### src/rtl/mips_uart_tx.sv
// mips_uart_tx: memory-mapped 8N1 UART transmitter with a transmit FIFO on the core data-memory port
module mips_uart_tx #(
    parameter logic [31:0] BASE_ADDR  = 32'hFFFF_0000,
    parameter int          FIFO_DEPTH = 4,
    parameter logic [15:0] DIV_RESET  = 16'd434
) (
    input  logic        clk,
    input  logic        reset,
    input  logic        memwrite,
    input  logic [31:0] memaddr,
    input  logic [31:0] memwritedata,
    output logic        hit,
    output logic [31:0] readdata,
    output logic        txd
);
    localparam int PW = $clog2(FIFO_DEPTH);
    localparam int CW = PW + 1;

    typedef enum logic [1:0] {IDLE, START, DATA, STOP} state_t;

    state_t          state, state_nxt;
    logic [7:0]      fifo [FIFO_DEPTH];
    logic [PW-1:0]   wr_ptr, rd_ptr;
    logic [CW-1:0]   count;
    logic [4:0]      count5;
    logic [15:0]     div, eff_div, bit_cnt, bit_cnt_nxt;
    logic [2:0]      bit_idx, bit_idx_nxt;
    logic [7:0]      shift, shift_nxt;
    logic [1:0]      sel;
    logic            txd_nxt, ovf, busy, full, empty;
    logic            wr_tx, wr_status, wr_div, push, pop, bit_end;
    logic            unused_bits;

    assign unused_bits = ^{memaddr[1:0], memwritedata[31:16]};

    assign sel       = memaddr[3:2];
    assign hit       = (memaddr[31:4] == BASE_ADDR[31:4]) && (sel != 2'b11);
    assign wr_tx     = hit && memwrite && (sel == 2'd0);
    assign wr_status = hit && memwrite && (sel == 2'd1);
    assign wr_div    = hit && memwrite && (sel == 2'd2);
    assign full      = count == CW'(FIFO_DEPTH);
    assign empty     = count == '0;
    assign push      = wr_tx && !full;
    assign eff_div   = (div < 16'd2) ? 16'd2 : div;
    assign bit_end   = bit_cnt == 16'd0;
    assign pop       = !empty && ((state == IDLE) || ((state == STOP) && bit_end));
    assign busy      = state != IDLE;
    assign count5    = 5'(count);

    // register read mux; TXDATA and unmapped offsets read as zero
    always_comb begin
        readdata = !hit          ? 32'd0 :
                   (sel == 2'd1) ? {23'd0, count5, ovf, empty, full, busy} :
                   (sel == 2'd2) ? {16'd0, div} : 32'd0;
    end

    // FIFO storage; contents are don't-care while the count says empty
    always_ff @(posedge clk) begin
        if (push) fifo[wr_ptr] <= memwritedata[7:0];
    end

    // FIFO pointers/count, sticky overflow flag and baud divisor register
    always_ff @(posedge clk or negedge reset) begin
        if (!reset) begin
            wr_ptr <= '0;
            rd_ptr <= '0;
            count  <= '0;
            ovf    <= 1'b0;
            div    <= DIV_RESET;
        end else begin
            if (push) wr_ptr <= wr_ptr + PW'(1);
            if (pop) rd_ptr <= rd_ptr + PW'(1);
            count <= count + CW'(push) - CW'(pop);
            if (wr_status) ovf <= 1'b0;
            else if (wr_tx && full) ovf <= 1'b1;
            if (wr_div) div <= memwritedata[15:0];
        end
    end

    // TX state register with bit timer, bit index, shifter and registered txd
    always_ff @(posedge clk or negedge reset) begin
        if (!reset) begin
            state   <= IDLE;
            bit_cnt <= '0;
            bit_idx <= '0;
            shift   <= '0;
            txd     <= 1'b1;
        end else begin
            state   <= state_nxt;
            bit_cnt <= bit_cnt_nxt;
            bit_idx <= bit_idx_nxt;
            shift   <= shift_nxt;
            txd     <= txd_nxt;
        end
    end

    // next state: the bit timer reloads from the live divisor only at bit boundaries
    always_comb begin
        state_nxt   = state;
        bit_cnt_nxt = bit_cnt - 16'd1;
        bit_idx_nxt = bit_idx;
        shift_nxt   = shift;
        case (state)
            IDLE: begin
                bit_cnt_nxt = bit_cnt;
                if (pop) begin
                    state_nxt   = START;
                    bit_cnt_nxt = eff_div - 16'd1;
                    shift_nxt   = fifo[rd_ptr];
                end
            end
            START: if (bit_end) begin
                state_nxt   = DATA;
                bit_idx_nxt = 3'd0;
                bit_cnt_nxt = eff_div - 16'd1;
            end
            DATA: if (bit_end) begin
                bit_cnt_nxt = eff_div - 16'd1;
                shift_nxt   = shift >> 1;
                bit_idx_nxt = bit_idx + 3'd1;
                if (bit_idx == 3'd7) state_nxt = STOP;
            end
            STOP: if (bit_end) begin
                bit_cnt_nxt = eff_div - 16'd1;
                state_nxt   = pop ? START : IDLE;
                if (pop) shift_nxt = fifo[rd_ptr];
            end
            default: state_nxt = IDLE;
        endcase
    end

    // line level for the upcoming state, registered so txd never glitches
    always_comb begin
        txd_nxt = (state_nxt == START) ? 1'b0 :
                  (state_nxt == DATA)  ? shift_nxt[0] : 1'b1;
    end
endmodule
### config.mk
export PLATFORM = sky130hd
export DESIGN_NAME = mips_uart_tx
export DESIGN_NICKNAME = d
export VERILOG_FILES = /design/src/rtl/mips_uart_tx.sv
export SDC_FILE = /design/constraint.sdc
export NUM_CORES = 1
export LEC_CHECK = 0
export ABC_CLOCK_PERIOD_IN_PS = 9200
export BUFFER_PORTS_ARGS = -buffer_cell sky130_fd_sc_hd__buf_2
export CELL_PAD_IN_SITES_DETAIL_PLACEMENT = 0
export CELL_PAD_IN_SITES_GLOBAL_PLACEMENT = 1
export CORE_ASPECT_RATIO = 1.75
export CORE_MARGIN = 8
export CORE_UTILIZATION = 46
export CTS_CLUSTER_DIAMETER = 150
export DETAILED_ROUTE_END_ITERATION = 16
export HOLD_SLACK_MARGIN = 0.05
export PLACE_DENSITY_LB_ADDON = 0.1
export SLEW_MARGIN = 20
export SYNTH_ARGS = -nofsm -noshare
export SYNTH_HDL_FRONTEND = slang
export SYNTH_SLANG_ARGS = --single-unit
### constraint.sdc
create_clock -name clk -period 9.2 [get_ports clk]
set_clock_uncertainty 0.05 [all_clocks]
set_input_delay 0 -clock clk [delete_from_list [all_inputs] [get_ports clk]]
set_output_delay 0 -clock clk [all_outputs]
set_load 0.02 [all_outputs]
### Yosys cells after proc, flatten, opt, wreduce, memory -nomap -nowiden

Memory sizes are Yosys's and may differ from the RTL's.
Index checks and enable logic that the tools add are counted.
Widths: inputs -> output; s select.

* bits in registers: 54
* bits in latches: 0
* memory bits (writable): 32
* memory bits (read-only): 0
* word-level logic and storage cells: 85
* memories kept: 1

Memory list
* fifo: words 4, width 8, read ports 1, clocked after Yosys merged registers in 0, write ports 1, line 22 `logic [7:0] fifo [FIFO_DEPTH];`

* $add $sub $neg: 7
* $mul: 0
* divide/modulo/power cells: 0
* $lt $le $gt $ge: 1
* equal/unequal tests: 15
* shift-type cells: 0
* mux-type cells: 27
* bitwise gates (word level): 0
* reduce and logical (&&, ||, !) cells: 23

Operators by type and width (number)
* $mux 16: 6
* $pmux 16 s2: 1
* $sub 16x1->16 const B: 2
* $eq 28x28->1 const B: 1
* $mux 8: 3
* $pmux 8 s3: 1
* $logic_not 16->1: 1
* $lt 16x2->1 const B: 1
* $mux 2: 5
* $ne 2x2->1 const B: 5
* $logic_and 1x1->1: 9
* $eq 2x2->1 const B: 4
* $pmux 2 s4: 1
* $mux 1: 7
* $eq 2x1->1 const B: 3
* $eq 3x3->1 const B: 2
* $mux 3: 2
* $pmux 3 s2: 1
* $reduce_and 3->1: 2
* $reduce_bool 2->1: 3
* $add 2x1->2 const B: 2
* $logic_not 2->1: 2
* $add 3x1->3: 1
* $add 3x1->3 const B: 1
* other kinds (6): 7

### Logic depth before layout (Yosys ltp)

* word-level depth: 10
* depth in mapped cells: 12
* depth with buffers taken out: 11

### Worst setup path before layout

Ideal clock, no wire load.

* path type: reg2reg
* start point: register div[6]
* end point: register bit_cnt[6]
* setup time: 0.122 ns
* arrival: 3.283 ns
* data required time: 9.028 ns
* path slack: 5.745 ns
* cell stages (with the launch flop): 10
* buffers on the path: 0
* period minus slack after synthesis: 3.455 ns
* cells stage by stage: dfrtp_1 -> nor3_1 -> nand4_1 -> or4_1 -> o21ai_0 -> ha_1 -> nor4b_1 -> a21oi_1 -> or3b_2 -> a32o_1

* longest elaborated chain between the ends: 5
* elaborated cells on any way between the ends: 6
* those cells by class: 1 x add/sub; 1 x order compare; 4 x mux

RTL lines
* from (decl): line 26 `logic [15:0] div, eff_div, bit_cnt, bit_cnt_nxt;`
* from (signal assigned): line 76 `if (wr_div) div <= memwritedata[15:0];`
* $lt 16x2->1: line 44 `assign eff_div = (div < 16'd2) ? 16'd2 : div;`
* $mux 16 (*): line 44
* $sub 16x1->16 (*)
* $mux 16, on equally long branches
* $pmux 16 s2 (*): line 103 `case (state)`
* to (signal assigned): line 90 `bit_cnt <= bit_cnt_nxt;`
* to (decl): line 26

Mark *: on every way between the ends. The rest lies on a longest branch, timed or not. The select of a mux whose other input is x is not followed.
A chain may end at the register's enable or synchronous reset.

### Final worst setup path

Ends and elaborated chain as after synthesis.

==> out/results.tsv <==
stage	metric	value	unit
grt	total global routing overflow	0	
timing	setup violators final	0	
cts	root buffer cell	clkbuf_16	
place	placed cell area	5100	um^2
cells_and_area	most common cell after layout, fill and taps aside	buf_2	
power_and_ir_drop	switching portion of total power	30.2	%
synth	post-synthesis compound-gate area fraction	11.5	%
drt	via count	3595	
status	status	completed	
synth	Cells after Synth	431	
synth	adder-cell share of the synthesized area	3.34	%
cells_and_area	number of fill cells	915	
power_and_ir_drop	Seq pwr share	44.6	%
run	maxcap violations	0	
critical_path	Arr. time, crit path	3740	ps
drt	DRT iter0 DRCs	105	
critical_path	Worst Path Max Fanout	7	
worst_hold_path	Min-Delay Path Class	in2reg	
timing	min Tclk post-route	3560	ps
synth	sequential area share after synthesis	49.1	%
grt	first-pass GRT wire length	18800	um
floorplanning	IO Pins	101	
timing	fin crit share	38.7	%
floorplanning	die width	92.6	um
critical_path	R2R Setup Slk	5640	ps
cts	clk_lat worst skew	340	ps
synth	Synth Area per Inst	11.0	um^2
synth	Distinct cells, synth	63	
grt	Total GRT Usage	17.1	%
cells_and_area	Layout Nets	590	
floorplanning	DIE AREA	13900	um^2
power_and_ir_drop	P per Cell Area	168	nW/um^2
power_and_ir_drop	Logic pwr share	16.3	%
cells_and_area	share of cells above drive strength 1	25.8	%
timing	WHS	130	ps
cts	CTS Buf Count	9	
timing	RSZ-0062 raised after global routing	no	
timing	worst slew pin tran	753	ps
critical_path	critical path class	reg2reg	
place	Final Wtd Congestion	0.746	
cells_and_area	Syn-to-layout area delta	18.5	%
floorplanning	Die Y	150	um
power_and_ir_drop	Leakage	0.00246	uW
place	post-DP HPWL	8210	um
floorplanning	CORE AREA	10100	um^2
timing	Slew Viols, Final	0	
power_and_ir_drop	Net Sw Power	283	uW
drt	drt drc	0	
synth	main flop type after synthesis	dfrtp_1	
power_and_ir_drop	clock share of power	39.1	%
synth	Cell Area, Synth	4720	um^2
synth	Post-Synth XOR/XNOR Area	3.15	%
cts	H-Tree Depth	3	
synth	EDFF count, synth	32	
floorplanning	row count	49	
grt	vias in the first global route	3808	
cts	TritonCTS clock tree	built	
place	Port Buffers	66	
synth	FFs w/ async S/R, synth	62.8	%
timing	final hold violation count	0	
cts	Longest Clk Path Bufs	2	
critical_path	CP Launch Type	flip-flop	
cts	post-CTS resize count	0	
cts	CTS Sinks	86	
cells_and_area	ant diodes	0	
drt	total wire length	11300	um
synth	simple-gate portion of the synthesized area	18.9	%
grt	largest net degree at the start of global routing	55	
cts	clock-pin slew on the worst setup and hold paths	70	ps
cts	# hold bufs at CTS	19	
power_and_ir_drop	Max IR drop VDD	105	uV
floorplanning	starting density of the core	46.7	%
timing	fmax	281	MHz
grt	antenna violations before repair	0	
synth	YS warnings	0	
drt	Antenna Nets Post-Route	0	
drt	vias per cell	5.59	
synth	number of synthesized register bits	86	
critical_path	CP endpoint kind	flip-flop	
critical_path	Worst Path Required	9380	ps
cts	setup bufs post-CTS	0	
synth	combinational family with the most area after synthesis	simple AND/OR/NAND/NOR gates	
drt	average wire per standard cell	17.6	um
drt	DRT Pass-1 Iters	4	
synth	mux share of post-synthesis cell area	8.43	%
timing	Rel. slew slack	49.3	%
cells_and_area	Design Area, Final	5600	um^2
cells_and_area	commonest non-fill, non-tap cells in the layout	66 x buf_2, 48 x dfrtp_1, 39 x nand2_1, 32 x edfxtp_1, 25 x nor2_1	
power_and_ir_drop	Internal	655	uW
timing	Setup TNS	0	ps
==> kinds of logic after synthesis <==
group | count (synthesis)
muxes | 26
DFF | 86
AOI/OAI and AO/OA | 81
adders and majority gates | 12
buffers and inverters | 50
and+or+nand+nor | 158
xor gates and xnor gates | 17
other | 1
==> power by group through the flow <==
| stage | Sequential [uW] | Combinational [uW] | Clock, uW |
|---|---|---|---|
| floorplan | 420 | 108 | 0 |
| global placement | 426 | 145 | 0 |
| detailed placement | 427 | 147 | 0 |
| CTS | 419 | 154 | 372 |
| global route | 421 | 171 | 386 |
| finish | 419 | 153 | 367 |
==> state kept, by name, summed over array words and instances (netlist names) <==
| signal | cells |
|---|---|
| shift | 8 |
| txd | 1 |
| state | 2 |
| count | 3 |
| fifo | 32 |
| ovf | 1 |
| wr_ptr | 2 |
| div | 16 |
| bit_cnt | 16 |
| bit_idx | 3 |
| rd_ptr | 2 |
==> layout make-up <==
class	instances	area (um^2)	share of cell area, %
multi-input combinational	310	2200	39.3
tap	127	159	2.84
timing repair buffer	91	566	10.1
inverter	13	48.8	0.872
sequential	86	2320	41.5
clock inverter	7	76.3	1.36
clock buffer	9	225	4.03
==> cell usage after synthesis (3+ instances only) <==
cell | count | area, um^2
xor2_1 | 7 | 61.3
and3_1 | 3 | 18.8
or3_1 | 6 | 37.5
nand2_1 | 39 | 146
edfxtp_1 | 32 | 961
mux2_4 | 4 | 60.1
a22o_1 | 3 | 26.3
dfrtp_1 | 48 | 1200
nand4_1 | 10 | 62.6
mux4_2 | 8 | 180
nor4b_1 | 3 | 26.3
a311oi_1 | 3 | 26.3
mux2_2 | 14 | 158
ha_1 | 11 | 138
clkbuf_1 | 16 | 60.1
nor3_1 | 13 | 65.1
inv_1 | 13 | 48.8
or4_1 | 5 | 37.5
buf_4 | 16 | 120
nor3b_1 | 3 | 22.5
nand3_1 | 9 | 45.0
xnor2_1 | 10 | 87.6
nor2_1 | 25 | 93.8
nor2b_1 | 3 | 18.8
and2_1 | 14 | 87.6
nor4_1 | 9 | 56.3
a22oi_1 | 13 | 97.6
a221o_1 | 3 | 30.0
a21oi_1 | 18 | 90.1
o21ai_0 | 21 | 105
dfstp_2 | 6 | 158
==> metal layers <==
layer	global-route usage [%]	wire length (um)	vias up
met5	0	0	-
met4	6.41	218	0
met3	3.42	478	14
met2	30.8	5980	92
met1	19.3	4610	1757
li1	-	-	1732
==> critical path, stage by stage, from the launching register on <==
cell	delay, ps
dfrtp_1	430
nor3_1	360
nand4_1	360
or4_1	510
o21ai_0	250
ha_1	260
nor4b_1	260
buf_4	210
a21oi_1	70
or3b_2	430
a32o_1	260
==> worst paths after layout <==
check                              start     endpoint  cells after the start
worst max-delay path              div[6]   bit_cnt[6]                     10
worst min-delay path            memwrite    wr_ptr[0]                      4
worst max register to register    div[6]   bit_cnt[6]                     10
worst min register to register  shift[2]     shift[2]                      2
max in group asynchronous          reset    wr_ptr[0]                      3
min in group asynchronous          reset  bit_cnt[13]                      3
==> metrics by stage <==
stage	power, uW	setup slack [ps]	utilization, %	cells
finish	939	5640	55.3	643
global route	977	5330	55.3	643
CTS	945	5320	55.2	642
detailed placement	574	5360	50.4	607
global placement	571	5410	50.4	607
floorplan	527	5750	-	446
Power figures use the tool's default switching activity.
